`src/rtl/packet_scheduler_pkg.sv`:
```
// -----------------------------------------------------------------------------
// packet_scheduler_pkg
// Shared definitions for the packet scheduler ticket path: ticket width,
// ticket FIFO RAM address width, ticket field layout, and the small types
// used by the ticket FIFO controller and its output buffer.
// No ports (package).
// -----------------------------------------------------------------------------
package packet_scheduler_pkg;

    // Ticket and ticket-RAM geometry
    localparam int TICKET_W       = 68;
    localparam int TICKET_FIFO_AW = 4;

    // Ticket field offsets (LSB position and width of each field)
    localparam int TKT_LEN_LSB  = 0;
    localparam int TKT_LEN_W    = 8;
    localparam int TKT_PTR_LSB  = 8;
    localparam int TKT_PTR_W    = 32;
    localparam int TKT_SEQ_LSB  = 40;
    localparam int TKT_SEQ_W    = 16;
    localparam int TKT_PRIO_LSB = 56;
    localparam int TKT_PRIO_W   = 4;
    localparam int TKT_FLOW_LSB = 60;
    localparam int TKT_FLOW_W   = 8;

    // Packed view of a ticket; field order matches the offsets above
    typedef struct packed {
        logic [TKT_FLOW_W-1:0] flow_id;
        logic [TKT_PRIO_W-1:0] prio;
        logic [TKT_SEQ_W-1:0]  seq;
        logic [TKT_PTR_W-1:0]  buf_ptr;
        logic [TKT_LEN_W-1:0]  len;
    } ticket_t;

    // Operation applied to the 2-entry output buffer in a given cycle
    typedef enum logic [1:0] {
        SKID_HOLD = 2'b00,
        SKID_LOAD = 2'b01,
        SKID_POP  = 2'b10,
        SKID_SWAP = 2'b11
    } skid_op_e;

    // Number of RAM words for a given address width
    function automatic int ram_depth(input int aw);
        return 1 << aw;
    endfunction

endpackage

```
`src/rtl/ticket_skid2.sv`:
```
// -----------------------------------------------------------------------------
// ticket_skid2
// Two-entry FIFO-ordered output buffer between the ticket RAM read data and
// the downstream scheduler. Entry 0 is always the head and drives the output
// directly from a register. A load and a pop in the same cycle are both
// honoured, which keeps the path at one ticket per cycle.
//
// Ports
//   clk        in   1           clock, posedge
//   rst_n      in   1           asynchronous active-low reset
//   flush      in   1           synchronous clear (empties the buffer)
//   load       in   1           write load_data behind the current contents
//   load_data  in   DATA_WIDTH  ticket to store
//   pop        in   1           remove the head (only asserted while valid)
//   head_data  out  DATA_WIDTH  head ticket (registered)
//   head_valid out  1           head ticket present
//   occ        out  2           number of stored tickets (0..2)
// -----------------------------------------------------------------------------
module ticket_skid2
    import packet_scheduler_pkg::*;
#(
    parameter int DATA_WIDTH = TICKET_W
) (
    input  logic                  clk,
    input  logic                  rst_n,
    input  logic                  flush,
    input  logic                  load,
    input  logic [DATA_WIDTH-1:0] load_data,
    input  logic                  pop,
    output logic [DATA_WIDTH-1:0] head_data,
    output logic                  head_valid,
    output logic [1:0]            occ
);

    logic [DATA_WIDTH-1:0] ent0;
    logic [DATA_WIDTH-1:0] ent1;
    logic [1:0]            occ_q;
    skid_op_e              op;

    always_comb begin
        op = SKID_HOLD;
        unique case ({pop, load})
            2'b01:   op = SKID_LOAD;
            2'b10:   op = SKID_POP;
            2'b11:   op = SKID_SWAP;
            default: op = SKID_HOLD;
        endcase
    end

    // The controller never loads a full buffer (it reserves space before
    // issuing a RAM read), so LOAD only sees occupancy 0 or 1.
    // On SWAP with one entry the new ticket replaces the departing head;
    // with two entries the second slot moves up and the new ticket fills it.
    always_ff @(posedge clk or negedge rst_n) begin
        if (!rst_n) begin
            ent0  <= '0;
            ent1  <= '0;
            occ_q <= 2'd0;
        end else if (flush) begin
            occ_q <= 2'd0;
        end else begin
            unique case (op)
                SKID_LOAD: begin
                    if (occ_q == 2'd0) begin
                        ent0 <= load_data;
                    end else begin
                        ent1 <= load_data;
                    end
                    occ_q <= occ_q + 2'd1;
                end
                SKID_POP: begin
                    ent0  <= ent1;
                    occ_q <= occ_q - 2'd1;
                end
                SKID_SWAP: begin
                    if (occ_q == 2'd2) begin
                        ent0 <= ent1;
                        ent1 <= load_data;
                    end else begin
                        ent0 <= load_data;
                    end
                end
                default: begin
                end
            endcase
        end
    end

    assign head_data  = ent0;
    assign head_valid = (occ_q != 2'd0);
    assign occ        = occ_q;

endmodule

```
`src/rtl/ticket_fifo_ctrl.sv`:
```
// -----------------------------------------------------------------------------
// ticket_fifo_ctrl
// Pointer and flow-control wrapper around an external 1-cycle-latency ticket
// RAM (write-through on same-address read/write). Producer pushes over
// valid/ready; the block writes the RAM, issues reads so that at most two
// tickets are in the output buffer or in flight, and re-times ram_q through
// ticket_skid2. The consumer pops one ticket per cycle with no bubbles.
// Total capacity is RAM_DEPTH + 2.
//
// Ports
//   clk          in   1             clock, posedge
//   rst_n        in   1             asynchronous active-low reset
//   flush        in   1             synchronous clear of all contents
//   in_data      in   DATA_WIDTH    ticket from producer
//   in_valid     in   1             producer has a ticket
//   in_ready     out  1             RAM has a free slot (registered)
//   out_data     out  DATA_WIDTH    head ticket (registered)
//   out_valid    out  1             head ticket valid
//   out_ready    in   1             consumer takes the head ticket
//   ram_wdata    out  DATA_WIDTH    RAM write data (= in_data)
//   ram_waddr    out  ADDR_WIDTH    RAM write address
//   ram_raddr    out  ADDR_WIDTH    RAM read address
//   ram_we       out  1             RAM write enable (= push)
//   ram_q        in   DATA_WIDTH    RAM registered read data
//   fill_level   out  ADDR_WIDTH+2  RAM entries + in-flight read + buffer
//   almost_full  out  1             fill_level >= AFULL_LVL (registered)
// -----------------------------------------------------------------------------
module ticket_fifo_ctrl
    import packet_scheduler_pkg::*;
#(
    parameter int DATA_WIDTH = TICKET_W,
    parameter int ADDR_WIDTH = TICKET_FIFO_AW,
    parameter int AFULL_LVL  = 12
) (
    input  logic                  clk,
    input  logic                  rst_n,
    input  logic                  flush,
    input  logic [DATA_WIDTH-1:0] in_data,
    input  logic                  in_valid,
    output logic                  in_ready,
    output logic [DATA_WIDTH-1:0] out_data,
    output logic                  out_valid,
    input  logic                  out_ready,
    output logic [DATA_WIDTH-1:0] ram_wdata,
    output logic [ADDR_WIDTH-1:0] ram_waddr,
    output logic [ADDR_WIDTH-1:0] ram_raddr,
    output logic                  ram_we,
    input  logic [DATA_WIDTH-1:0] ram_q,
    output logic [ADDR_WIDTH+1:0] fill_level,
    output logic                  almost_full
);

    localparam int RAM_DEPTH = ram_depth(ADDR_WIDTH);
    localparam int PW        = ADDR_WIDTH + 1;
    localparam int FW        = ADDR_WIDTH + 2;

    logic [PW-1:0] wr_ptr;
    logic [PW-1:0] rd_ptr;
    logic [PW-1:0] ram_count;
    logic [PW-1:0] ram_count_next;
    logic [FW-1:0] fill_next;
    logic          inflight;
    logic          push;
    logic          pop;
    logic          rd;
    logic [1:0]    buf_occ;
    logic [2:0]    claim;
    logic          buf_load;

    // Handshakes. Both are ignored in a flush cycle so nothing is written
    // to the RAM or removed from the buffer while everything is cleared.
    assign push = in_valid & in_ready & ~flush;
    assign pop  = out_valid & out_ready & ~flush;

    // A read may only be issued if its data will have a buffer slot when it
    // returns: slots already claimed are buffered tickets plus the read in
    // flight, minus the one leaving this cycle. With an empty RAM and a
    // push, the read goes to the address being written and the RAM's
    // write-through returns the new ticket next cycle (cut-through).
    always_comb begin
        claim          = {1'b0, buf_occ} + {2'b00, inflight};
        rd             = ~flush & ((ram_count != '0) | push)
                         & (claim < (3'd2 + {2'b00, pop}));
        ram_count_next = ram_count + PW'(push) - PW'(rd);
        fill_next      = fill_level + FW'(push) - FW'(pop);
    end

    // Pointers, occupancy counters and the registered status flags.
    // in_ready is computed from the next RAM count so a full RAM blocks
    // the producer on the very next cycle.
    always_ff @(posedge clk or negedge rst_n) begin
        if (!rst_n) begin
            wr_ptr      <= '0;
            rd_ptr      <= '0;
            ram_count   <= '0;
            inflight    <= 1'b0;
            fill_level  <= '0;
            in_ready    <= 1'b0;
            almost_full <= 1'b0;
        end else if (flush) begin
            wr_ptr      <= '0;
            rd_ptr      <= '0;
            ram_count   <= '0;
            inflight    <= 1'b0;
            fill_level  <= '0;
            in_ready    <= 1'b1;
            almost_full <= 1'b0;
        end else begin
            if (push) begin
                wr_ptr <= wr_ptr + PW'(1);
            end
            if (rd) begin
                rd_ptr <= rd_ptr + PW'(1);
            end
            ram_count   <= ram_count_next;
            inflight    <= rd;
            fill_level  <= fill_next;
            in_ready    <= (ram_count_next < PW'(RAM_DEPTH));
            almost_full <= (fill_next >= FW'(AFULL_LVL));
        end
    end

    // Data returning from a read issued last cycle. Gated by flush so a
    // read that was in flight during a flush is dropped.
    assign buf_load = inflight & ~flush;

    ticket_skid2 #(
        .DATA_WIDTH(DATA_WIDTH)
    ) u_skid (
        .clk       (clk),
        .rst_n     (rst_n),
        .flush     (flush),
        .load      (buf_load),
        .load_data (ram_q),
        .pop       (pop),
        .head_data (out_data),
        .head_valid(out_valid),
        .occ       (buf_occ)
    );

    // RAM port connections
    assign ram_wdata = in_data;
    assign ram_waddr = wr_ptr[ADDR_WIDTH-1:0];
    assign ram_raddr = rd_ptr[ADDR_WIDTH-1:0];
    assign ram_we    = push;

endmodule

```
`config.mk`:
```
export PLATFORM = sky130hd
export DESIGN_NAME = ticket_fifo_ctrl
export DESIGN_NICKNAME = d
export VERILOG_FILES = /design/src/rtl/packet_scheduler_pkg.sv /design/src/rtl/ticket_skid2.sv /design/src/rtl/ticket_fifo_ctrl.sv
export SDC_FILE = /design/constraint.sdc
export NUM_CORES = 1
export LEC_CHECK = 0
export CAP_MARGIN = 15
export CORE_ASPECT_RATIO = 0.5
export CORE_UTILIZATION = 41
export CTS_BUF_LIST = sky130_fd_sc_hd__clkbuf_4
export CTS_CLUSTER_DIAMETER = 30
export DETAILED_ROUTE_END_ITERATION = 12
export PLACE_DENSITY = 0.79
export RECOVER_POWER = 100
export SETUP_SLACK_MARGIN = 0.4
export SLEW_MARGIN = 30
export SYNTH_ARGS = -nofsm -noshare
export SYNTH_HDL_FRONTEND = slang
export SYNTH_SLANG_ARGS = --single-unit
```
`constraint.sdc`:
```
create_clock -name clk -period 2.95 [get_ports clk]
set_clock_uncertainty 0.1 [all_clocks]
set_input_delay 0.295 -clock clk [delete_from_list [all_inputs] [get_ports clk]]
set_output_delay 0.295 -clock clk [all_outputs]
set_load 0.02 [all_outputs]
```
# == Yosys cells after proc, flatten, opt, wreduce, memory -nomap -nowiden ==
# Index checks and enable logic that the tools add are counted.
# word_totals
register_bits,162
out_inout_bits,154
word_cells,70
# classes
add_sub_neg,10
n_lt_le_gt_ge,3
eq_ne,10
mux,18
bitwise_logic,9
n_reduce_logical,10
# ops
op,count
$mux W68,4
$pmux W68 S3,1
$pmux W68 S2,1
$mux W5,5
$add A5 B1 Y5 const B,2
$eq A2 B2 Y1 const B,5
$reduce_bool A2 Y1,4
$and A1 B1 Y1,7
$add A6 B1 Y6,1
$ge A6 B4 Y1 const B,1
$mux W6,1
$pmux W2 S3,1
$reduce_bool A3 Y1,2
$sub A6 B1 Y6,1
$add A5 B1 Y5,1
$lt A5 B5 Y1 const B,1
$reduce_bool A5 Y1,1
$sub A5 B1 Y5,1
$eq A2 B1 Y1 const B,2
$ne A2 B1 Y1 const B,2
$pmux W2 S2,1
$reduce_and A4 Y1,1
$add A2 B1 Y3,1
$add A2 B1 Y3 const A,1
other kinds (10),12

# == Depth between registers and ports, before layout ==
# Gate-level depths: netlist of the first run.
# logic_depth
depth_word,9
mapped_depth,14
ltp_nobuf,14

# == Modules after synthesis ==
# A second synthesis of the first run with hierarchy kept.
# unflattened
cells_unflattened,644
hier_area_um2,7576.0
# modules_own_cells
mod,n_inst,cells_per_inst,area_each_um2,seq_area_each_um2
ticket_skid2,1,456,5778.0,3453.3
ticket_fifo_ctrl,1,188,1798.0,550.5

# == Least setup slack after synthesis of the first run ==
# Ideal clock, no wire load.
# synth_timing
kind,reg2reg
from,register u_skid.occ_q[0] (netlist: u_skid.occ[0])
to,register in_ready
arrival_time_ns,2.588
required_ns,2.723
setup_slack_ns,0.135
path_stages_with_launch,11
period_less_slack_ns,2.815
cell_sequence,dfrtp_1 -> ha_1 -> o31ai_2 -> nand3_2 -> or2_2 -> fa_1 -> a21oi_1 -> nor2_1 -> nor2_1 -> xnor2_1 -> or2_2
# synth_between
elab_chain_cells,9
# synth_rtl
element,line_no,rtl
"start, declared",ticket_skid2.sv:37,logic [1:0] occ_q;
"start signal, assigned",ticket_skid2.sv:69,occ_q <= occ_q + 2'd1;
"start signal, assigned",ticket_skid2.sv:73,occ_q <= occ_q - 2'd1;
$reduce_bool A2 Y1,ticket_skid2.sv:90,assign head_valid = (occ_q != 2'd0);
$and A1 B1 Y1 (2 in series),ticket_fifo_ctrl.sv:73,assign pop = out_valid & out_ready & ~flush;
$add A2 B1 Y3,ticket_fifo_ctrl.sv:83,"& (claim < (3'd2 + {2'b00, pop}));"
$lt A3 B3 Y1 *,ticket_fifo_ctrl.sv:83,
$and A1 B1 Y1 *,ticket_fifo_ctrl.sv:83,
$sub A5 B1 Y5 *,ticket_fifo_ctrl.sv:84,ram_count_next = ram_count + PW'(push) - PW'(rd);
$lt A5 B5 Y1 *,ticket_fifo_ctrl.sv:118,in_ready <= (ram_count_next < PW'(RAM_DEPTH));
$mux W1 *,ticket_fifo_ctrl.sv:100,end else if (flush) begin
"end signal, assigned",ticket_fifo_ctrl.sv:118,
"end, declared",ticket_fifo_ctrl.sv:40,"output logic in_ready,"
# Mark *: on every way between the ends. The rest lies on a longest branch, timed or not.
# A chain may end at the register's enable or synchronous reset.

# == Worst setup path after layout of the first run ==
# Same ends and word-level chain as after synthesis.

==> impl_metrics.json, run 1 <==
{
  "hpwl_mm": 12.14,
  "status": "finished, violations left",
  "synth-main-ff-cell": "dfrtp_1",
  "yosysWarnings": 0,
  "clkLatencyLatePin_ns": 0.54,
  "p_per_area_nw_per_um2": 1016,
  "muxShareOfSynthArea_pct": 11.73,
  "worst_hold_path.num_cells": 3,
  "wirelength_mm": 17.77,
  "dr.pass1.iters": 4,
  "grt_max_degree": 73,
  "fillers": 1492,
  "synth_top_family_by_area": "multiplexers",
  "numCtsBuffers": 17,
  "clockBufferDepth": 2,
  "grt_usage_pct": 19.50,
  "synth-compound-area-share_pct": 8.817,
  "tightest_slew_ns": 1.796,
  "mostFrequentLayoutCells": "dfrtp_1 (157), nand2_1 (141), dlygate4sd3_1 (86), clkdlybuf4s50_1 (71), a22oi_1 (68)",
  "final_common_cell": "dfrtp_1",
  "ys_ff_latch": 160,
  "path_depth": 13,
  "area_growth_syn_to_layout_pct": 25.14,
  "max_stage_delay_ns": 0.46,
  "ys_types": 39,
  "nets": 928,
  "drtIter0Drc": 164,
  "r2r_slack_ns": 0.23,
  "relSlewSlack_pct": -19.76,
  "drcViolationCount": 0,
  "cts.sinks": 160,
  "crit_buf_inv": 0,
  "rows": 34,
  "timing.setup.tns_ns": 0,
  "power_frac_comb_pct": 47.1,
  "ys_seq_area_share_pct": 54.26,
  "post-route-cell-area_um2": 9235,
  "clk_pin_slew_worst_paths_ns": 0.16,
  "die-area_um2": 18570,
  "irDropWorstVdd_uv": 388.5,
  "synth_nets": 806,
  "fmax_mhz": 367.8,
  "ant_nets": 0,
  "cts_tree": "built",
  "cp.arrival_ns": 3.07,
  "antenna_found_initial": 0,
  "layout-drive-gt1-share_pct": 18.29,
  "p_int_mw": 5.744,
  "grt_pass1_vias": 5468,
  "antenna_cells": 0,
  "syn_area_um2": 7380,
  "placedInstanceArea_um2": 8874,
  "rsz0062_at_grt": "yes",
  "grt-ovfl-total": 0,
  "synthAdderAreaFrac_pct": 3.086,
  "io_pins": 295,
  "period_needed_ns": 2.719,
  "crit_chain": "ha_4, ha_4, o31ai_4, nand3_1, or2_4, nand2_2, ha_4, fa_2, a21oi_1, nor2_1, nor2_1, xnor2_1, or2_4",
  "yosys.area_share.simple_pct": 10.61,
  "syn-instance-count": 648,
  "vias_per_cell": 5.055,
  "critical_path_class": "reg2reg",
  "finalSetupViolCount": 0,
  "async_flop_share_pct": 100.0,
  "synth-edff-count": 0,
  "slew_viol_final": 72,
  "final_core_util_pct": 52.82,
  "switching_power_mw": 3.637,
  "cts-htree-levels": 4,
  "critical_path_required_ns": 3.30,
  "p_seq_share_pct": 40.2,
  "p_clk_share_pct": 12.7,
  "vias": 5136,
  "synth-xor-area-share_pct": 1.662,
  "die_w_um": 191.7,
  "die_y_um": 96.87,
  "start_util_pct": 42.21,
  "cts-root-buf": "clkbuf_4",
  "drv_cap": 1,
  "gp_congestion": 0.8171,
  "critPathLaunchType": "register",
  "r2r_cells": 13,
  "min_period_over_period_pct": 92.15,
  "p_sw_share_pct": 38.77,
  "end_kind": "register",
  "routedWlPerCell_um": 17.49,
  "total_power_mw": 9.381,
  "critical_path.most_common_cell": "ha_4",
  "core_um2": 17480,
  "path_max_fanout": 4,
  "hold_violations": 0,
  "cpLargestDelayFamily": "adder cells",
  "violations": "max-capacitance violations, max-slew violations",
  "synth_area_per_cell_um2": 11.39,
  "hp-class": "in2reg",
  "slowest_stage": "dfrtp_2",
  "fin_hold_ws_ns": 0.1904,
  "p_leak_nw": 4.324,
  "portBuffers": 158,
  "grt_pass1_wl_mm": 28.12
}
==> sequential cells by signal, summed over array words and instances, names as in the netlist <==
| name | cells |
|---|---|
| u_skid.ent1 | 68 |
| u_skid.head_data | 68 |
| fill_level | 6 |
| ram_count | 5 |
| rd_ptr | 4 |
| wr_ptr | 4 |
| u_skid.occ | 2 |
| almost_full | 1 |
| in_ready | 1 |
| inflight | 1 |
==> per-stage QoR <==
stage                     std cells  setup slack (ns)
after floorplan                 648            0.3344
after global routing           1016           0.09830
after detailed placement        959           0.03978
after global placement          959           0.09511
final                          1016            0.2314
after CTS                      1010            0.3547
==> cell families after synthesis <==
| group | after synthesis |
|---|---|
| adder cells (fa/ha/maj) | 17 |
| flip-flops | 160 |
| AO/OA/AOI/OAI | 89 |
| multiplexers | 70 |
| AND/OR/NAND/NOR | 185 |
| XOR/XNOR | 14 |
| buffers and inverters | 113 |
==> path summary, 6_finish.rpt <==
check,startpoint,end
worst max register to register,u_skid.occ[0],in_ready
max in group asynchronous,rst_n,u_skid.ent1[44]
worst min register to register,u_skid.ent1[40],u_skid.head_data[40]
min in group asynchronous,rst_n,rd_ptr[3]
worst max-delay path,u_skid.occ[0],in_ready
worst min-delay path,ram_q[31],u_skid.head_data[31]
==> layer usage <==
layer  GRT usage (%)  part of all wire, %  up-vias
met5               0                    0        -
met4           8.791                  2.9        0
met3           4.427                  5.5       40
met2           35.05                   53      166
met1           21.93                   39     2551
li1                -                    -     2379
==> power groups by stage <==
stage / sequential (mW) / combinational [mW] / clock [mW]
3_3_place_gp: 3.80 / 4.32 / 0
5_1_grt: 3.91 / 4.81 / 1.35
3_5_place_dp: 3.86 / 4.46 / 0
6_report: 3.77 / 4.42 / 1.19
4_1_cts: 3.80 / 4.70 / 1.25
2_1_floorplan: 4.37 / 2.23 / 0
==> layout make-up <==
cell class                 instances  area, µm²  area share, %
clock buffer                      18      135.1          1.463
sequential                       160       4008          43.40
clock inverter                    13      106.4          1.152
multi-input combinational        375       2676          28.98
tap                              234      292.8          3.170
timing repair buffer             203       1968          21.31
inverter                          13      48.80         0.5284
==> tightest hold or removal path, stage by stage <==
cell	delay, ns
clkdlybuf4s50_1	0.42
nand2_1	0.06
nand2_1	0.04
==> synthesized netlist by cell type, types with 2 or more instances <==
cell / n / area (µm²)
a21o_1: 3 / 22.52
nand2b_1: 4 / 25.02
o21ai_0: 4 / 20.02
buf_6: 3 / 33.78
mux2_2: 49 / 551.8
dfrtp_1: 160 / 4004
inv_1: 13 / 48.80
a21oi_1: 8 / 40.04
nor2b_1: 7 / 43.79
xor2_1: 6 / 52.55
nor2_1: 15 / 56.30
ha_1: 15 / 187.7
nand3_1: 4 / 20.02
nand4_1: 2 / 12.51
or2_2: 2 / 12.51
buf_2: 12 / 60.06
nand2_1: 142 / 533.0
mux2_4: 20 / 300.3
buf_4: 70 / 525.5
xnor2_1: 8 / 70.07
or3_1: 2 / 12.51
a22oi_1: 68 / 510.5
clkbuf_1: 14 / 52.55
fa_1: 2 / 40.04
==> what timing repair did <==
| item | in CTS | in global routing |
|---|---|---|
| buffers inserted | 19 | 6 |
| gates resized for setup | 6 | 8 |
| endpoints found under the setup margin | 3 | 6 |
| hold buffers | 1 | 0 |
| pin swaps | 10 | 13 |
| endpoints found under the hold margin | 70 | 0 |
No activity file was read; power rests on OpenSTA's default activity.
==> run 2: changes to the inputs <==
--- a/config.mk
+++ b/config.mk
@@ -7,10 +7,12 @@
 export LEC_CHECK = 0
 export CAP_MARGIN = 15
 export CORE_ASPECT_RATIO = 0.5
+export CORE_MARGIN = 10
 export CORE_UTILIZATION = 41
 export CTS_BUF_LIST = sky130_fd_sc_hd__clkbuf_4
 export CTS_CLUSTER_DIAMETER = 30
 export DETAILED_ROUTE_END_ITERATION = 12
+export GPL_TIMING_DRIVEN = 0
 export PLACE_DENSITY = 0.79
 export RECOVER_POWER = 100
 export SETUP_SLACK_MARGIN = 0.4
==> run 2 against run 1 <==
Against the previous run: the flow now finishes without violations; hold slack got worse by 0.11 ns; sequential cell count did not move; critical path depth did not move; count of clock-buffer cells in the layout rose by 1; clock power barely moved; via count rose by 11%; maximum frequency rose by 0.22%; routed wire length rose by 22%; non-clock buffer count rose by 142; die area rose by 30%; first-iteration DRC count rose by 41%; combinational power rose by 4%; critical path type unchanged; largest power group unchanged; highest routed layer unchanged.
==> impl_metrics.json, run 2 (same netlist as run 1, synthesis figures left out) <==
{
  "p_seq_share_pct": 39.6,
  "grt_usage_pct": 17.55,
  "slew_viol_final": 0,
  "cts_tree": "built",
  "fmax_mhz": 368.7,
  "cts.sinks": 160,
  "hp-class": "in2reg",
  "cts-root-buf": "clkbuf_4",
  "p_leak_nw": 4.896,
  "cp.arrival_ns": 3.06,
  "p_sw_share_pct": 39.24,
  "vias": 5681,
  "tightest_slew_ns": 0.8520,
  "critPathLaunchType": "register",
  "start_util_pct": 42.10,
  "wirelength_mm": 21.63,
  "period_needed_ns": 2.713,
  "min_period_over_period_pct": 91.95,
  "nets": 1070,
  "antenna_found_initial": 2,
  "critical_path_required_ns": 3.30,
  "status": "complete, no violations",
  "area_growth_syn_to_layout_pct": 40.81,
  "grt_max_degree": 88,
  "drtIter0Drc": 231,
  "placedInstanceArea_um2": 10010,
  "power_frac_comb_pct": 48.0,
  "finalSetupViolCount": 0,
  "vias_per_cell": 4.893,
  "mostFrequentLayoutCells": "dfrtp_1 (158), dlygate4sd3_1 (154), nand2_1 (140), buf_4 (85), clkdlybuf4s50_1 (72)",
  "grt-ovfl-total": 0,
  "hpwl_mm": 16.58,
  "switching_power_mw": 3.764,
  "clockBufferDepth": 2,
  "hold_violations": 0,
  "rows": 34,
  "core_um2": 17530,
  "worst_hold_path.num_cells": 3,
  "r2r_cells": 13,
  "rsz0062_at_grt": "yes",
  "ant_nets": 0,
  "post-route-cell-area_um2": 10390,
  "grt_pass1_vias": 6174,
  "setup_slack_ns": 0.2375,
  "die-area_um2": 24090,
  "drv_cap": 0,
  "gp_congestion": 0.7757,
  "end_kind": "register",
  "path_max_fanout": 7,
  "grt_pass1_wl_mm": 33.87,
  "p_per_area_nw_per_um2": 923.1,
  "dr.pass1.iters": 4,
  "routedWlPerCell_um": 18.63,
  "portBuffers": 225,
  "placed_cells": 1108,
  "timing.setup.tns_ns": 0,
  "cts-htree-levels": 4,
  "final_cell_count_no_fill": 1161,
  "io_pins": 295,
  "die_w_um": 209.7,
  "final_common_cell": "dfrtp_1",
  "fillers": 1428,
  "irDropWorstVdd_uv": 460.3,
  "p_int_mw": 5.829,
  "die_y_um": 114.9,
  "clk_pin_slew_worst_paths_ns": 0.15,
  "relSlewSlack_pct": 43.20,
  "p_clk_share_pct": 12.4,
  "place_ws_ns": -0.1163,
  "clkLatencyLatePin_ns": 0.54,
  "critical_path_class": "reg2reg",
  "numCtsBuffers": 17,
  "layout-drive-gt1-share_pct": 22.27,
  "drcViolationCount": 0
}
==> run 2: area by class of cell <==
| cell class | instances | area [µm²] | share of cell area, % |
|---|---|---|---|
| Timing Repair Buffer | 245 | 2429 | 23.37 |
| Clock buffer | 19 | 142.6 | 1.373 |
| Buffer | 100 | 663.1 | 6.382 |
| Multi-Input combinational cell | 375 | 2700 | 25.98 |
| Sequential cell | 160 | 4006 | 38.56 |
| Inverter | 13 | 48.80 | 0.4696 |
| Clock inverter | 13 | 103.9 | 0.9994 |
| Antenna cell | 2 | 5.005 | 0.04816 |
| Tap cell | 234 | 292.8 | 2.818 |
==> run 2: timing repair <==
item / in CTS / in global routing
setup buffers: 10 / 7
endpoints found under the hold margin: 88 / 0
endpoints found under the setup margin: 4 / 6
gates resized for setup: 11 / 4
pin swaps: 9 / 1
hold buffers: 2 / 0
==> run 2: worst max-delay path, stage by stage, from the launching register on <==
cell and delay, ns:
dfrtp_2 0.46, buf_4 0.17, nor2_4 0.22, o31ai_4 0.11, nand3_1 0.15, or2_4 0.18
nand2_2 0.07, ha_4 0.16, fa_2 0.34, a21oi_2 0.15, nor2_1 0.05, nor2_1 0.13
xnor2_1 0.11, or2_4 0.22
==> run 2: worst paths after layout <==
path | start | endpoint | slack, ns
worst max-delay path | u_skid.occ[0] | in_ready | 0.24
worst min-delay path | flush | fill_level[4] | 0.08
worst max register to register | u_skid.occ[0] | in_ready | 0.24
worst min register to register | u_skid.ent1[16] | u_skid.head_data[16] | 0.40
max in group asynchronous | rst_n | u_skid.ent1[37] | 1.72
min in group asynchronous | rst_n | u_skid.ent1[6] | 0.22
==> run 2: routing by layer <==
layer	GRT usage, %	vias up	part of all wire [%]
met3	4.927	25	5.5
met4	5.812	0	2.0
li1	-	2665	-
met2	32.14	170	54
met5	0	-	0
met1	19.52	2821	39
==> run 2: metrics by stage <==
stage | hold slack [ns] | util (%) | power [mW]
final | 0.07611 | 59.29 | 9.592
after global routing | 0.06089 | 59.29 | 10.31
after CTS | 0.006966 | 59.34 | 9.948
after detailed placement | 0.2484 | 57.10 | 8.585
after global placement | 0.3633 | 56.91 | 8.360
after floorplan | -0.1006 | - | 6.603
==> run 2: power groups by stage <==
stage / Combinational, mW / Clock, mW / Sequential [mW]
floorplan: 2.23 / 0 / 4.37
global placement: 4.54 / 0 / 3.82
detailed placement: 4.70 / 0 / 3.88
CTS: 4.88 / 1.24 / 3.83
global route: 5.05 / 1.34 / 3.92
finish: 4.60 / 1.19 / 3.80
